**src/rtl/apb_req_arbiter.sv**
```systemverilog
// Round-robin arbiter/sequencer sharing one APB master between NUM_REQ requesters.
// Define APB_ARB_FIXED_PRIO_EN for fixed lowest-index-wins priority (no rotating pointer).
module apb_req_arbiter #(
    parameter int NUM_REQ    = 4,
    parameter int DATA_WIDTH = 32,
    parameter int ADDR_WIDTH = 32,
    parameter int ERR_WIDTH  = 2
) (
    input  logic                          PCLK,
    input  logic                          PRESETn,
    input  logic [NUM_REQ-1:0]            req_i,
    input  logic [NUM_REQ-1:0]            rw_i,
    input  logic [NUM_REQ*ADDR_WIDTH-1:0] addr_i,
    input  logic [NUM_REQ*DATA_WIDTH-1:0] wdata_i,
    output logic [NUM_REQ-1:0]            gnt_o,
    output logic [NUM_REQ-1:0]            done_o,
    output logic [DATA_WIDTH-1:0]         rdata_o,
    output logic [ERR_WIDTH-1:0]          fail_o,
    output logic                          busy_o,
    output logic                          TRANSFER_arb_o,
    output logic                          RW_arb_o,
    output logic [ADDR_WIDTH-1:0]         ADDR_arb_o,
    output logic [DATA_WIDTH-1:0]         WDATA_arb_o,
    input  logic                          DONE_arb_i,
    input  logic [DATA_WIDTH-1:0]         RDATA_arb_i,
    input  logic [ERR_WIDTH-1:0]          FAIL_arb_i
);

    localparam int IDX_W = $clog2(NUM_REQ);

    typedef enum logic [1:0] {
        ST_IDLE  = 2'd0,
        ST_ISSUE = 2'd1,
        ST_WAIT  = 2'd2,
        ST_RESP  = 2'd3
    } state_t;

    state_t                  state_r, state_s;
    logic [IDX_W-1:0]        idx_r, idx_s;
    logic [NUM_REQ-1:0]      gnt_r, gnt_s;
    logic [NUM_REQ-1:0]      done_r, done_s;
    logic [DATA_WIDTH-1:0]   rdata_r, rdata_s;
    logic [ERR_WIDTH-1:0]    fail_r, fail_s;
    logic                    busy_r, busy_s;
    logic                    transfer_r, transfer_s;
    logic                    rw_r, rw_s;
    logic [ADDR_WIDTH-1:0]   addr_r, addr_s;
    logic [DATA_WIDTH-1:0]   wdata_r, wdata_s;
    logic                    win_found_s;
    logic [IDX_W-1:0]        win_idx_s;
    int                      cand_s;
`ifndef APB_ARB_FIXED_PRIO_EN
    logic [IDX_W-1:0]        ptr_r, ptr_s;
`endif

    function automatic logic [NUM_REQ-1:0] idx_to_onehot(input logic [IDX_W-1:0] idx);
        logic [NUM_REQ-1:0] vec;
        vec      = {NUM_REQ{1'b0}};
        vec[idx] = 1'b1;
        return vec;
    endfunction

    // Winner search: first set request at or above the pointer, wrapping around.
    always_comb begin
        win_found_s = 1'b0;
        win_idx_s   = {IDX_W{1'b0}};
        cand_s      = 0;
        for (int i = 0; i < NUM_REQ; i++) begin
`ifdef APB_ARB_FIXED_PRIO_EN
            cand_s = i;
`else
            cand_s = int'(ptr_r) + i;
            if (cand_s >= NUM_REQ) begin
                cand_s = cand_s - NUM_REQ;
            end else begin
                cand_s = cand_s;
            end
`endif
            if (!win_found_s && req_i[IDX_W'(cand_s)]) begin
                win_found_s = 1'b1;
                win_idx_s   = IDX_W'(cand_s);
            end else begin
                win_found_s = win_found_s;
            end
        end
    end

    // Next-state and next-value logic for every registered output.
    always_comb begin
        state_s = state_r;
        idx_s   = idx_r;
        gnt_s   = gnt_r;
        done_s  = {NUM_REQ{1'b0}};
        rdata_s = rdata_r;
        fail_s  = fail_r;
        rw_s    = rw_r;
        addr_s  = addr_r;
        wdata_s = wdata_r;
`ifndef APB_ARB_FIXED_PRIO_EN
        ptr_s   = ptr_r;
`endif
        case (state_r)
            ST_IDLE: begin
                if (win_found_s) begin
                    state_s = ST_ISSUE;
                    idx_s   = win_idx_s;
                    gnt_s   = idx_to_onehot(win_idx_s);
                    rw_s    = rw_i[win_idx_s];
                    addr_s  = addr_i[win_idx_s*ADDR_WIDTH +: ADDR_WIDTH];
                    wdata_s = wdata_i[win_idx_s*DATA_WIDTH +: DATA_WIDTH];
                end else begin
                    state_s = ST_IDLE;
                end
            end
            ST_ISSUE: begin
                state_s = ST_WAIT;
            end
            ST_WAIT: begin
                if (DONE_arb_i) begin
                    state_s = ST_RESP;
                    rdata_s = RDATA_arb_i;
                    fail_s  = FAIL_arb_i;
                    gnt_s   = {NUM_REQ{1'b0}};
                    done_s  = idx_to_onehot(idx_r);
                end else begin
                    state_s = ST_WAIT;
                end
            end
            ST_RESP: begin
                state_s = ST_IDLE;
`ifndef APB_ARB_FIXED_PRIO_EN
                ptr_s   = (idx_r == IDX_W'(NUM_REQ - 1)) ? {IDX_W{1'b0}} : idx_r + IDX_W'(1);
`endif
            end
            default: begin
                state_s = ST_IDLE;
                gnt_s   = {NUM_REQ{1'b0}};
            end
        endcase
        busy_s     = (state_s != ST_IDLE);
        transfer_s = (state_s == ST_ISSUE);
    end

    // State and output registers; reset aborts any transaction in flight.
    always_ff @(posedge PCLK or negedge PRESETn) begin
        if (!PRESETn) begin
            state_r    <= ST_IDLE;
            idx_r      <= {IDX_W{1'b0}};
            gnt_r      <= {NUM_REQ{1'b0}};
            done_r     <= {NUM_REQ{1'b0}};
            rdata_r    <= {DATA_WIDTH{1'b0}};
            fail_r     <= {ERR_WIDTH{1'b0}};
            busy_r     <= 1'b0;
            transfer_r <= 1'b0;
            rw_r       <= 1'b0;
            addr_r     <= {ADDR_WIDTH{1'b0}};
            wdata_r    <= {DATA_WIDTH{1'b0}};
`ifndef APB_ARB_FIXED_PRIO_EN
            ptr_r      <= {IDX_W{1'b0}};
`endif
        end else begin
            state_r    <= state_s;
            idx_r      <= idx_s;
            gnt_r      <= gnt_s;
            done_r     <= done_s;
            rdata_r    <= rdata_s;
            fail_r     <= fail_s;
            busy_r     <= busy_s;
            transfer_r <= transfer_s;
            rw_r       <= rw_s;
            addr_r     <= addr_s;
            wdata_r    <= wdata_s;
`ifndef APB_ARB_FIXED_PRIO_EN
            ptr_r      <= ptr_s;
`endif
        end
    end

    assign gnt_o          = gnt_r;
    assign done_o         = done_r;
    assign rdata_o        = rdata_r;
    assign fail_o         = fail_r;
    assign busy_o         = busy_r;
    assign TRANSFER_arb_o = transfer_r;
    assign RW_arb_o       = rw_r;
    assign ADDR_arb_o     = addr_r;
    assign WDATA_arb_o    = wdata_r;

endmodule

```
**config.mk**
```make
export PLATFORM = sky130hd
export DESIGN_NAME = apb_req_arbiter
export DESIGN_NICKNAME = d
export VERILOG_FILES = /design/src/rtl/apb_req_arbiter.sv
export SDC_FILE = /design/constraint.sdc
export NUM_CORES = 1
export LEC_CHECK = 0
export ABC_CLOCK_PERIOD_IN_PS = 2400
export CAP_MARGIN = 20
export CORE_MARGIN = 2
export CORE_UTILIZATION = 25
export DETAILED_ROUTE_END_ITERATION = 7
export PLACE_DENSITY = 0.53
export RECOVER_POWER = 50
export SYNTH_ARGS = -nofsm -noshare
export SYNTH_HDL_FRONTEND = slang
export SYNTH_SLANG_ARGS = --single-unit
```
**constraint.sdc**
```tcl
create_clock -name PCLK -period 2.4 [get_ports PCLK]
set_input_delay 0.36 -clock PCLK [delete_from_list [all_inputs] [get_ports PCLK]]
set_output_delay 0.36 -clock PCLK [all_outputs]
set_load 0.005 [all_outputs]
```
==> After elaboration in Yosys (flattened, before gate mapping) <==
Index checks and enable logic that the tools add are counted.
{ "classes": {"shift": 2, "eq_ne": 7, "mux": 39, "n_reduce_logical": 14, "addsub": 8, "order_cmp": 12} }
{ "op_table": {"columns": ["op", "n"], "rows": [
  ["128-bit by 8-bit variable part select with 32-bit output", 2],
  ["2-bit two-way mux", 9],
  ["1-bit two-way mux", 17],
  ["2-bit by 4-bit < comparator with 1-bit output (second input constant)", 4],
  ["4-bit two-way mux", 4],
  ["1-bit binary-select mux with 2-bit select", 5],
  ["3-bit >= comparator (second input constant)", 3],
  ["2-bit one-hot mux with 4 select lines", 1],
  ["4-bit one-hot mux with 2 select lines", 1],
  ["2-bit by 1-bit subtractor with 2-bit output (second input constant)", 4],
  ["2-bit by 2-bit adder with 3-bit output (second input constant)", 2],
  ["2-bit == test (second input constant)", 3],
  ["2-bit by 3-bit < comparator with 1-bit output (second input constant)", 2],
  ["1-bit logical AND", 5],
  ["1-bit demux with 2-bit select", 2],
  ["2-bit by 1-bit == test with 1-bit output (second input constant)", 2],
  ["2-bit by 1-bit >= comparator with 1-bit output (second input constant)", 2],
  ["2-bit inequality test (second input constant)", 2],
  ["2-bit AND reduction", 2],
  ["2-bit nonzero test", 2],
  ["2-bit by 1-bit adder with 3-bit output (second input constant)", 1],
  ["2-bit by 3-bit >= comparator with 1-bit output (second input constant)", 1],
  ["1-bit logical NOT", 3],
  ["3-bit AND reduction", 1],
  ["2 further kinds", 2]
]} }
{ "word_totals": {"ff_bits": 115, "out_inout_bits": 109, "input_bits": 301, "word_cells": 94} }

==> Depth between registers and ports, before layout <==
Gate-level depths: netlist of run 1.
{ "depth": {"ltp_word": 21, "ltp_mapped": 8, "mapped_depth_nobuf": 7} }

==> Worst setup path after synthesis of run 1 <==
No wires, ideal clock.
{ "synth_timing": {"kind": "input port to flip-flop", "start": "input req_i[3]", "end": "register addr_r[29], in the netlist ADDR_arb_o[29]", "t_required_ns": 2.276, "setup_ns": 0.124, "path_stages": 8, "t_arrival_ns": 1.540, "path_buffers": 3, "slack_ns": 0.736, "path_cell_list": "buf_4 > and4b_1 > a311o_1 > buf_4 > buf_6 > nand2_1 > o2bb2ai_1 > o21ai_1"} }
{ "synth_via": {"elab_chain_cells": 14, "elab_cells_between_ends": 28, "classes_between": "shift: 1; mux: 20; reduce/logical: 7"} }
{ "synth_rtl": {"columns": ["element", "line_no", "rtl"], "rows": [
  ["from (decl)", "11", "input logic [NUM_REQ-1:0] req_i,"],
  ["1-bit binary-select mux with 2-bit select", "79", "if (!win_found_s && req_i[IDX_W'(cand_s)]) begin"],
  ["1-bit two-way mux (implied by the code) (2 in a row)", "79", null],
  ["1-bit two-way mux", "79", null],
  ["1-bit logical NOT", "79", null],
  ["1-bit logical AND", "79", null],
  ["1-bit two-way mux", "79", null],
  ["1-bit logical NOT", "79", null],
  ["1-bit logical AND", "79", null],
  ["1-bit two-way mux", "79", null],
  ["1-bit logical NOT", "79", null],
  ["1-bit logical AND", "79", null],
  ["2-bit two-way mux or 1-bit two-way mux (tied branches)", "79", null],
  ["128-bit by 8-bit variable part select with 32-bit output or 2-bit AND reduction (tied branches)", null, null],
  ["to (signal assigned)", "156", "addr_r <= {ADDR_WIDTH{1'b0}};"],
  ["to (signal assigned)", "171", "addr_r <= addr_s;"],
  ["to (decl)", "47", "logic [ADDR_WIDTH-1:0] addr_r, addr_s;"]
]} }
Several ways; a longest one is shown, not always the timed one. The select of a mux whose other input is x is not followed.
A chain may end at the register's enable or synchronous reset.

==> Worst setup path after layout of run 1 <==
{ "layout_timing": {"start": "input req_i[2]", "end": "register wdata_r[26], in the netlist WDATA_arb_o[26]"} }
{ "layout_via": {"elab_chain_cells": 14, "elab_cells_between_ends": 28, "classes_between": "shift: 1; mux: 20; reduce/logical: 7"} }
{ "layout_rtl": {"columns": ["element", "line_no", "rtl"], "rows": [
  ["1-bit binary-select mux with 2-bit select", "79", null],
  ["1-bit two-way mux (implied by the code) (2 in a row)", "79", null],
  ["1-bit two-way mux", "79", null],
  ["1-bit logical NOT", "79", null],
  ["1-bit logical AND", "79", null],
  ["1-bit two-way mux", "79", null],
  ["1-bit logical NOT", "79", null],
  ["1-bit logical AND", "79", null],
  ["1-bit two-way mux", "79", null],
  ["1-bit logical NOT", "79", null],
  ["1-bit logical AND", "79", null],
  ["2-bit two-way mux or 1-bit two-way mux (tied branches)", "79", null],
  ["128-bit by 8-bit variable part select with 32-bit output or 2-bit AND reduction (tied branches)", null, null],
  ["to (signal assigned)", "157", "wdata_r <= {DATA_WIDTH{1'b0}};"],
  ["to (signal assigned)", "172", "wdata_r <= wdata_s;"],
  ["to (decl)", "48", "logic [DATA_WIDTH-1:0] wdata_r, wdata_s;"]
]} }
Several ways; a longest one is shown, not always the timed one. The select of a mux whose other input is x is not followed.

==> impl_metrics.csv, run 1 <==
group,metric,value,unit
sta,final-max-slew-violation-count,22,
die,rows,60,
power_and_ir_drop,leakagePower,4.66,nW
sta,finalClockSkew,0.00815,ns
global_route,grt_first_pass_wirelength,43000,µm
routing,drtPass1Iterations,4,
synthesis,synth_top_family_by_area,"compound AO/OA/AOI/OAI gates",
routing,vias,7171,
sta,whs,0.496,ns
synthesis,yosysWarnings,0,
power_and_ir_drop,power_density,1090,nW/µm²
layout,areaGrowthSynthToFinish,73.2,%
synthesis,synthMuxAreaShare,15.2,%
routing,drc_errors,0,
synthesis,ys_seq_area_share,41.9,%
routing,post_drt_wl_per_cell,20.2,µm
worst_setup_path,cp_data_arrival_time,2.29,ns
layout,seq_area,2880,µm²
synthesis,ys_ff_latch,115,
clock_tree,cts_htree_levels,4,
worst_setup_path,cp.required,2.70,ns
power_and_ir_drop,power,0.0129,W
routing,via_per_inst,5.04,
min_path,hold_path.class,"reg -> reg",
clock_tree,cts_tree,"yes",
min_path,hp-start,"rdata_o[25]",
synthesis,yosys.area.top_type,"dfrtp_1",
status,outcome,"finished with violations",
worst_setup_path,path_class,"in -> reg",
worst_setup_path,cp-startpoint,"req_i[2]",
sta,final-hold-violation-count,0,
synthesis,yosysTopAreaCellShare,41.9,%
synthesis,synth_area,6870,µm²
min_path,holdPathStages,1,
global_route,grt_usage,19.5,%
routing,drt-total-wl,28800,µm
sta,worst_pin_slew,1.57,ns
layout,fillers,2658,
synthesis,synth_edf_count,0,
layout,drive_gt1_share,9.80,%
synthesis,synthDistinctLibCells,39,
routing,ant_nets,0,
global_route,grt_antenna_before_repair,1,
synthesis,synth_fa_ha_area_share,1.28,%
synthesis,synthFlopType,"dfrtp_1",
synthesis,netlist_top_cells_count,"dfrtp_1, nand2_1, o21ai_0, mux2i_1, o21ai_1",
clock_tree,cts_setup_buffers,0,
sta,maxSlewHeadroom,-4.73,%
die,die_area,28800,µm²
die,core_area,27000,µm²
die,initial_utilization,25.5,%
synthesis,yosysMostFrequentCell,"dfrtp_1",
die,die_w,170,µm
synthesis,synth_fp_nets,992,
clock_tree,clock_sinks,115,
layout,fin_nets,1377,
die,die_h,170,µm
clock_tree,cts_root_buffer,"clkbuf_16",
global_route,grt_pass1_vias,7250,
clock_tree,cts.clk_slew.worst_paths,0.06,ns
global_route,grt_max_degree,87,
power_and_ir_drop,irDropWorstVdd,695,µV
clock_tree,cts_buffers,17,
status,violations,"max-capacitance violations, max-slew violations",
sta,rsz0062_at_grt,"no",
worst_setup_path,cp-start-kind,"input pin",
synthesis,ys_top_cells_by_area,"dfrtp_1, mux2i_1, a41oi_1, o2bb2ai_1, mux2_2",
routing,drtIter0Drc,414,
worst_setup_path,crit_fanout,86,
place,place_hpwl,20600,µm
worst_setup_path,reg2reg_depth,7,
layout,post-route-cell-area,11900,µm²
sta,tns,0,ns
sta,min_period_over_period,83.0,%
place,place_congestion,0.790,
clock_tree,clock_path_buffers,2,
sta,layout_min_cycle_time,1.99,ns
place,portBuffers,409,
sta,fmax,502,MHz
place,place_area,11300,µm²
synthesis,async_flop_share,100,%
synthesis,syn_inst,684,
synthesis,synth_xor_area_share,0,%
synthesis,yosys.area_share.simple,5.78,%
clock_tree,clk_latency,0.42,ns
synthesis,synth-compound-area-share,29.0,%
worst_setup_path,endpoint_kind,"flip-flop",
global_route,gr-total-overflow,0,
flow_run,maxCapViolCount,1,
synthesis,avgSynthCellArea,10.0,µm²
die,ios,410,
sta,finalSetupViolations,0,
layout,multi_input_comb_area,3550,µm²
worst_setup_path,r2r_start,"ptr_r[1]",
cell usage in the layout, fill, tap and decap left out, types with 2 or more instances in the layout:
cell type and n:
nor2_1 8, mux2_2 34, clkinv_2 4, clkbuf_16 17
ha_1 7, o2bb2ai_1 65, a41oi_1 65, clkinvlp_4 2
clkinv_4 4, buf_12 13, clkdlybuf4s50_1 361, nand2_2 2
buf_4 15, and3_1 4, inv_1 7, a21oi_1 5
o21ai_0 72, mux2i_1 66, nor2b_1 2, o21ai_1 65
inv_6 4, nand2_1 74, dfrtp_1 115, a21o_1 3
dlygate4sd3_1 47
routing by layer:
| layer | global-route usage [%] | part of all wire (%) | vias to the layer above |
|---|---|---|---|
| met2 | 33.6 | 50 | 328 |
| met3 | 5.74 | 8.2 | 30 |
| met1 | 23.3 | 40 | 3419 |
| met5 | 0 | 0 | - |
| met4 | 5.95 | 1.7 | 0 |
| li1 | - | - | 3394 |
final timing paths:
check | to | slack, ns
max reg2reg | ADDR_arb_o[27] | 0.48
min | rdata_o[25] | 0.50
min reg2reg | rdata_o[25] | 0.50
max in group asynchronous | WDATA_arb_o[23] | 0.45
min in group asynchronous | rdata_o[12] | 0.88
max | WDATA_arb_o[26] | 0.41
state kept, by name, summed over array words and instances, names as in the netlist:
| name | count |
|---|---|
| ADDR_arb_o | 32 |
| WDATA_arb_o | 32 |
| rdata_o | 32 |
| done_o | 4 |
| gnt_o | 4 |
| fail_o | 2 |
| idx_r | 2 |
| ptr_r | 2 |
| state_r | 2 |
| RW_arb_o | 1 |
| TRANSFER_arb_o | 1 |
| busy_o | 1 |
cell families after synthesis:
family | Yosys count
compound gates | 286
flops | 115
mux | 100
simple gates | 96
buf+inv | 80
fa+ha+maj | 7
worst max-delay path: stages:
cell	delay (ns)
dlygate4sd3_1	0.66
buf_4	0.20
o41a_2	0.44
buf_12	0.22
o2bb2ai_1	0.23
o21ai_1	0.09
repair_timing:
| item | CTS | global route |
|---|---|---|
| hold buffers | 1 | 0 |
| endpoints found under the hold margin | 20 | 0 |
| endpoints found under the setup margin | 0 | 0 |
| resized for setup | 0 | 0 |
power breakdown:
| group | switching, W | total (W) | internal, W |
|---|---|---|---|
| logic | 0.00329 | 0.00703 | 0.00374 |
| registers | 0.000646 | 0.00353 | 0.00289 |
| clock network | 0.00101 | 0.00237 | 0.00136 |
per-stage QoR:
stage	utilization (%)	cells	setup slack, ns
6_report	44.1	1424	0.407
5_1_grt	44.1	1424	0.167
4_1_cts	44.1	1423	0.466
3_5_place_dp	42.1	1390	0.0914
3_3_place_gp	42.1	1390	0.147
2_1_floorplan	-	684	0.736
layout make-up:
type                       count  area share [%]
timing repair buffer         438            37.5
sequential                   115            24.2
tap                          341            3.59
antenna                        1          0.0210
multi-input combinational    489            29.8
inverter                       8           0.252
clock buffer                  18            3.69
clock inverter                14           0.884
Note: power is estimated with default switching activity, not from simulation.
==> run 2: changes to the inputs <==
ABC_CLOCK_PERIOD_IN_PS = 1800   (was 2400)
PLACE_DENSITY = 0.56   (was 0.53)
clock period = 1.8 ns   (was 2.4 ns; I/O delays follow)
==> run 2 against run 1 <==
The flow now finishes without violations. Cell area grew 4.1%. Hold slack got worse by 0.23 ns. Die area did not move. Combinational power increased by 48%. Via count grew 2.4%. Sequential share of layout area fell by 0.95 points. Clock skew increased by 0.0058 ns. Critical path depth rose by 2.
==> impl_metrics.csv, run 2 (synthesis gave the netlist of run 1 again) <==
group,metric,value,unit
routing,via_per_inst,5.03,
clock_tree,cts.clk_slew.worst_paths,0.06,ns
layout,areaGrowthSynthToFinish,80.3,%
global_route,grt_usage,18.8,%
routing,drc_errors,0,
sta,fmax,569,MHz
sta,min_period_over_period,97.7,%
worst_setup_path,reg2reg_depth,8,
die,die_area,28800,µm²
routing,ant_nets,0,
routing,drtPass1Iterations,5,
power_and_ir_drop,irDropWorstVdd,730,µV
sta,finalClockSkew,0.0140,ns
clock_tree,cts_htree_levels,4,
routing,post_drt_wl_per_cell,19.7,µm
sta,maxSlewHeadroom,52.8,%
sta,final-hold-violation-count,0,
min_path,hp-start,"req_i[2]",
place,dp_slack,-0.375,ns
routing,drt-total-wl,28800,µm
status,outcome,"complete, no violations",
sta,final-max-slew-violation-count,0,
routing,drtIter0Drc,380,
layout,drive_gt1_share,13.8,%
power_and_ir_drop,leakagePower,4.89,nW
power_and_ir_drop,power_density,1510,nW/µm²
die,core_area,27000,µm²
layout,final_common_cell,"clkdlybuf4s50_1",
layout,final_cell_mix,"clkdlybuf4s50_1, dfrtp_1, o21ai_0",
clock_tree,clock_sinks,115,
worst_setup_path,cp.required,2.08,ns
worst_setup_path,r2r_start,"ptr_r[0]",
worst_setup_path,r2r_end,"WDATA_arb_o[30]",
sta,worst_pin_slew,0.708,ns
layout,final_util,45.9,%
global_route,gr-total-overflow,0,
global_route,grt_pass1_vias,7146,
die,initial_utilization,25.5,%
worst_setup_path,cp_data_arrival_time,2.04,ns
clock_tree,clock_path_buffers,2,
global_route,grt_max_degree,74,
place,portBuffers,409,
worst_setup_path,cp-start-kind,"flip-flop",
flow_run,maxCapViolCount,0,
die,die_w,170,µm
routing,vias,7341,
worst_setup_path,crit_fanout,36,
sta,tns,0,ns
global_route,grt_first_pass_wirelength,41900,µm
min_path,hold_path.class,"in -> reg",
worst_setup_path,path_class,"reg -> reg",
clock_tree,clk_latency,0.41,ns
worst_setup_path,endpoint_kind,"flip-flop",
sta,finalSetupViolations,0,
sta,setup_ws,0.0418,ns
min_path,holdPathStages,3,
sta,layout_min_cycle_time,1.76,ns
layout,fin_nets,1413,
clock_tree,cts_buffers,17,
clock_tree,cts_root_buffer,"clkbuf_16",
die,ios,410,
place,place_congestion,0.785,
worst_setup_path,reg2reg_setup_slack,0.04,ns
die,rows,60,
clock_tree,cts_tree,"yes",
place,place_hpwl,20400,µm
sta,rsz0062_at_grt,"yes",
power_and_ir_drop,power,0.0187,W
min_path,hold_end,"gnt_o[2]",
die,die_h,170,µm
global_route,grt_antenna_before_repair,1,
[run 2: cell count changes in the layout (fill, tap and decap cells not counted), sizes merged]
cell / change
dlygate4sd3: -46
clkdlybuf4s50: +43
buf: +29
clkbuf: +6
bufinv: +3
clkinv: -3
dlymetal6s2s: +3
clkinvlp: +1
inv: -1
[run 2: final cells by class]
class	instances	area, µm²
timing repair buffer	474	4840
tap	341	427
inverter	8	30.0
clock inverter	14	181
sequential	115	2880
antenna	1	2.50
fill	2601	14600
clock buffer	17	425
multi-input combinational	489	3600
[run 2: worst max-delay path by stage]
stage | from | to | depth (start not counted)
final | ptr_r[0] | WDATA_arb_o[30] | 8
after global routing | ptr_r[0] | ADDR_arb_o[7] | 8
after CTS | ptr_r[1] | ADDR_arb_o[29] | 7
after detailed placement | req_i[2] | ADDR_arb_o[29] | 8
after global placement | req_i[2] | ADDR_arb_o[29] | 8
after floorplan | state_r[0] | rdata_o[10] | 6
[run 2: critical path, cell delays in order, from the launching register on]
cell       delay, ns
dfrtp_1         0.39
buf_6           0.14
inv_1           0.05
buf_4           0.13
a311o_2         0.41
buf_12          0.19
nand2_1         0.10
o2bb2ai_1       0.12
o21ai_1         0.08
[run 2: per-stage QoR]
| step | cell area [µm²] | std cells | hold slack [ns] |
|---|---|---|---|
| global route | 12400 | 1459 | 0.290 |
| detailed placement | 11600 | 1419 | 0.213 |
| floorplan | 6870 | 684 | -0.0256 |
| CTS | 12200 | 1451 | 0.314 |
| global placement | 11600 | 1419 | 0.209 |
| finish | 12400 | 1459 | 0.264 |
[run 2: timing repair]
item | CTS | global route
resized for setup | 0 | 26
endpoints found under the setup margin | 0 | 66
setup buffers | 0 | 4
endpoints found under the hold margin | 21 | 0
hold buffers | 1 | 0
[run 2: power breakdown]
group	internal, W	switching, W	total (W)
registers	0.00385	0.000837	0.00469
clock network	0.00219	0.00136	0.00356
logic	0.00578	0.00463	0.0104
[run 2: routing by layer]
metal / global-route usage (%) / wire length (µm)
met1: 23.6 / 12200
met2: 31.8 / 14100
met3: 5.11 / 2210
met4: 4.91 / 307
met5: 0 / 0
==> run 3: changes to the inputs <==
CORE_AREA = 2 2 161 163   (was default)
CORE_MARGIN = default   (was 2)
CORE_UTILIZATION = default   (was 25)
DIE_AREA = 0 0 163 165   (was default)
PLACE_DENSITY = 0.6   (was 0.56)
==> run 3 against run 2 <==
Sequential share of layout area grew 0.44 points. First-iteration DRC count grew 6.3%. Core utilization up 2.6 points. Wire length down 0.93%. Non-clock buffer count is 5 lower. Sequential power about the same. Total power decreased by 3.5%. Die area down 6.6%. Critical path type unchanged. Clock skew increased by 0.00066 ns. Global-route usage up 1.5 points.
==> impl_metrics.csv, run 3 (synthesis gave the netlist of run 1 again) <==
group,metric,value,unit
sta,final-hold-violation-count,0,
clock_tree,cts_tree,"yes",
min_path,hold_path.class,"in -> reg",
power_and_ir_drop,leakagePower,4.79,nW
die,die_area,26900,µm²
routing,post_drt_wl_per_cell,19.7,µm
worst_setup_path,r2r_end,"WDATA_arb_o[27]",
die,ios,410,
worst_setup_path,endpoint_kind,"flip-flop",
global_route,grt_pass1_vias,7422,
worst_setup_path,crit_fanout,47,
routing,ant_nets,0,
sta,final-max-slew-violation-count,0,
layout,areaGrowthSynthToFinish,76.9,%
sta,worst_pin_slew,1.00,ns
global_route,grt_max_degree,97,
layout,antenna_cells,0,
routing,drc_errors,0,
worst_setup_path,reg2reg_depth,7,
worst_setup_path,cp-start-kind,"flip-flop",
clock_tree,clk_latency,0.42,ns
layout,seq_area,2880,µm²
power_and_ir_drop,irDropWorstVdd,761,µV
place,place_congestion,0.861,
worst_setup_path,critical_path.slowest_cell,"dfrtp_1",
flow_run,maxCapViolCount,0,
place,place_hpwl,20300,µm
worst_setup_path,critical_path.cell_chain,"buf_4, and4b_1, a311o_2, buf_12, nand2_1, o2bb2ai_1, o21ai_1",
sta,finalSetupViolations,0,
worst_setup_path,reg2reg_setup_slack,0.01,ns
clock_tree,cts_root_buffer,"clkbuf_16",
layout,fin_nets,1408,
global_route,gr-total-overflow,0,
layout,drive_gt1_share,12.6,%
die,rows,58,
worst_setup_path,cp.required,2.09,ns
sta,finalClockSkew,0.0146,ns
clock_tree,cts.clk_slew.worst_paths,0.07,ns
die,initial_utilization,27.4,%
worst_setup_path,cp-endpoint,"WDATA_arb_o[27]",
worst_setup_path,r2r_start,"ptr_r[1]",
worst_setup_path,slowest_delay,0.40,ns
layout,final_common_cell,"clkdlybuf4s50_1",
routing,drtPass1Iterations,4,
global_route,grt_usage,20.2,%
die,die_h,165,µm
global_route,grt_first_pass_wirelength,41900,µm
status,outcome,"complete, no violations",
sta,maxSlewHeadroom,33.2,%
sta,rsz0062_at_grt,"yes",
routing,via_per_inst,5.05,
routing,drtIter0Drc,404,
global_route,grt_antenna_before_repair,1,
die,core_area,25000,µm²
clock_tree,clock_path_buffers,2,
power_and_ir_drop,power_density,1480,nW/µm²
layout,fillers,2394,
sta,layout_min_cycle_time,1.79,ns
layout,final_cell_mix,"clkdlybuf4s50_1, dfrtp_1, nand2_1, o21ai_0",
clock_tree,cts_htree_levels,4,
routing,vias,7292,
sta,tns,0,ns
sta,min_period_over_period,99.3,%
worst_setup_path,cp_data_arrival_time,2.07,ns
clock_tree,clock_sinks,115,
clock_tree,cts_buffers,17,
worst_setup_path,path_class,"reg -> reg",
place,portBuffers,409,
sta,fmax,560,MHz
routing,drt-total-wl,28500,µm
worst_setup_path,cp-startpoint,"ptr_r[1]",
sta,whs,0.451,ns
layout,multi_input_comb_area,3560,µm²
die,die_w,163,µm
run 3: changes by cell type in the layout (fill, tap and decap cells not counted), moves of 3 or more:
cell	before	now
inv_8	1	5
bufinv_16	3	0
buf_6	6	3
nand2_2	9	4
dlymetal6s2s_1	3	0
nand2_1	67	72
clkinv_4	4	0
inv_6	2	6
buf_12	15	9
buf_4	36	41
run 3: critical path: cells and delay by family (launching register included):
kind                   cells  cell delay [ns]
DFF                        1             0.40
and+or+nand+nor            2             0.27
buffers and inverters      2             0.36
AOI/OAI and AO/OA          3             0.60
run 3: through the flow:
| stage | instance area (µm²) | power [W] | setup slack, ns | util [%] | cells |
|---|---|---|---|---|---|
| 5_1_grt | 12200 | 0.0193 | -0.0748 | 48.5 | 1443 |
| 6_report | 12200 | 0.0180 | 0.0132 | 48.5 | 1443 |
| 3_5_place_dp | 11500 | 0.0146 | -0.373 | 45.9 | 1405 |
| 2_1_floorplan | 6870 | 0.00971 | 0.150 | - | 684 |
| 4_1_cts | 12100 | 0.0181 | 0.0120 | 48.3 | 1438 |
| 3_3_place_gp | 11500 | 0.0144 | -0.403 | 45.9 | 1405 |
run 3: worst min-delay path by stage:
stage / startpoint / slack (ns) / cells after the start / endpoint
CTS: PRESETn / 0.23 / 2 / rdata_o[10]
global route: RDATA_arb_i[5] / 0.44 / 2 / rdata_o[5]
global placement: PRESETn / 0.16 / 1 / rdata_o[18]
floorplan: PRESETn / -0.03 / 0 / ADDR_arb_o[0]
finish: RDATA_arb_i[16] / 0.45 / 2 / rdata_o[16]
detailed placement: PRESETn / 0.16 / 1 / rdata_o[10]
run 3: report_power, final:
group | internal (W) | leakage (nW) | total [W] | switching (W)
sequential | 0.00385 | 1.31 | 0.00467 | 0.000821
clock | 0.00186 | 0.281 | 0.00337 | 0.00151
combinational | 0.00546 | 3.20 | 0.00996 | 0.00450
total | 0.0112 | 4.79 | 0.0180 | 0.00683
run 3: layer usage:
layer | GRT usage [%] | wire length [µm] | up-vias
met5 | 0 | 16 | -
met4 | 7.20 | 775 | 2
met3 | 5.55 | 2000 | 42
met2 | 34.6 | 13900 | 305
met1 | 24.5 | 11800 | 3486
li1 | - | - | 3457
run 3: final cells by class:
| class | instances | area share (%) |
|---|---|---|
| Sequential cell | 115 | 23.7 |
| Clock inverter | 15 | 1.29 |
| Inverter | 8 | 0.247 |
| Tap cell | 330 | 3.40 |
| Timing Repair Buffer | 469 | 38.6 |
| Multi-Input combinational cell | 489 | 29.3 |
| Clock buffer | 17 | 3.50 |
run 3: timing repair:
item                                    in CTS  in global routing
hold buffers                                 1                  0
resized for setup                            1                  6
endpoints found under the hold margin       18                  0
endpoints found under the setup margin       1                 66
gates cloned                                 0                  2
setup buffers                                0                  3
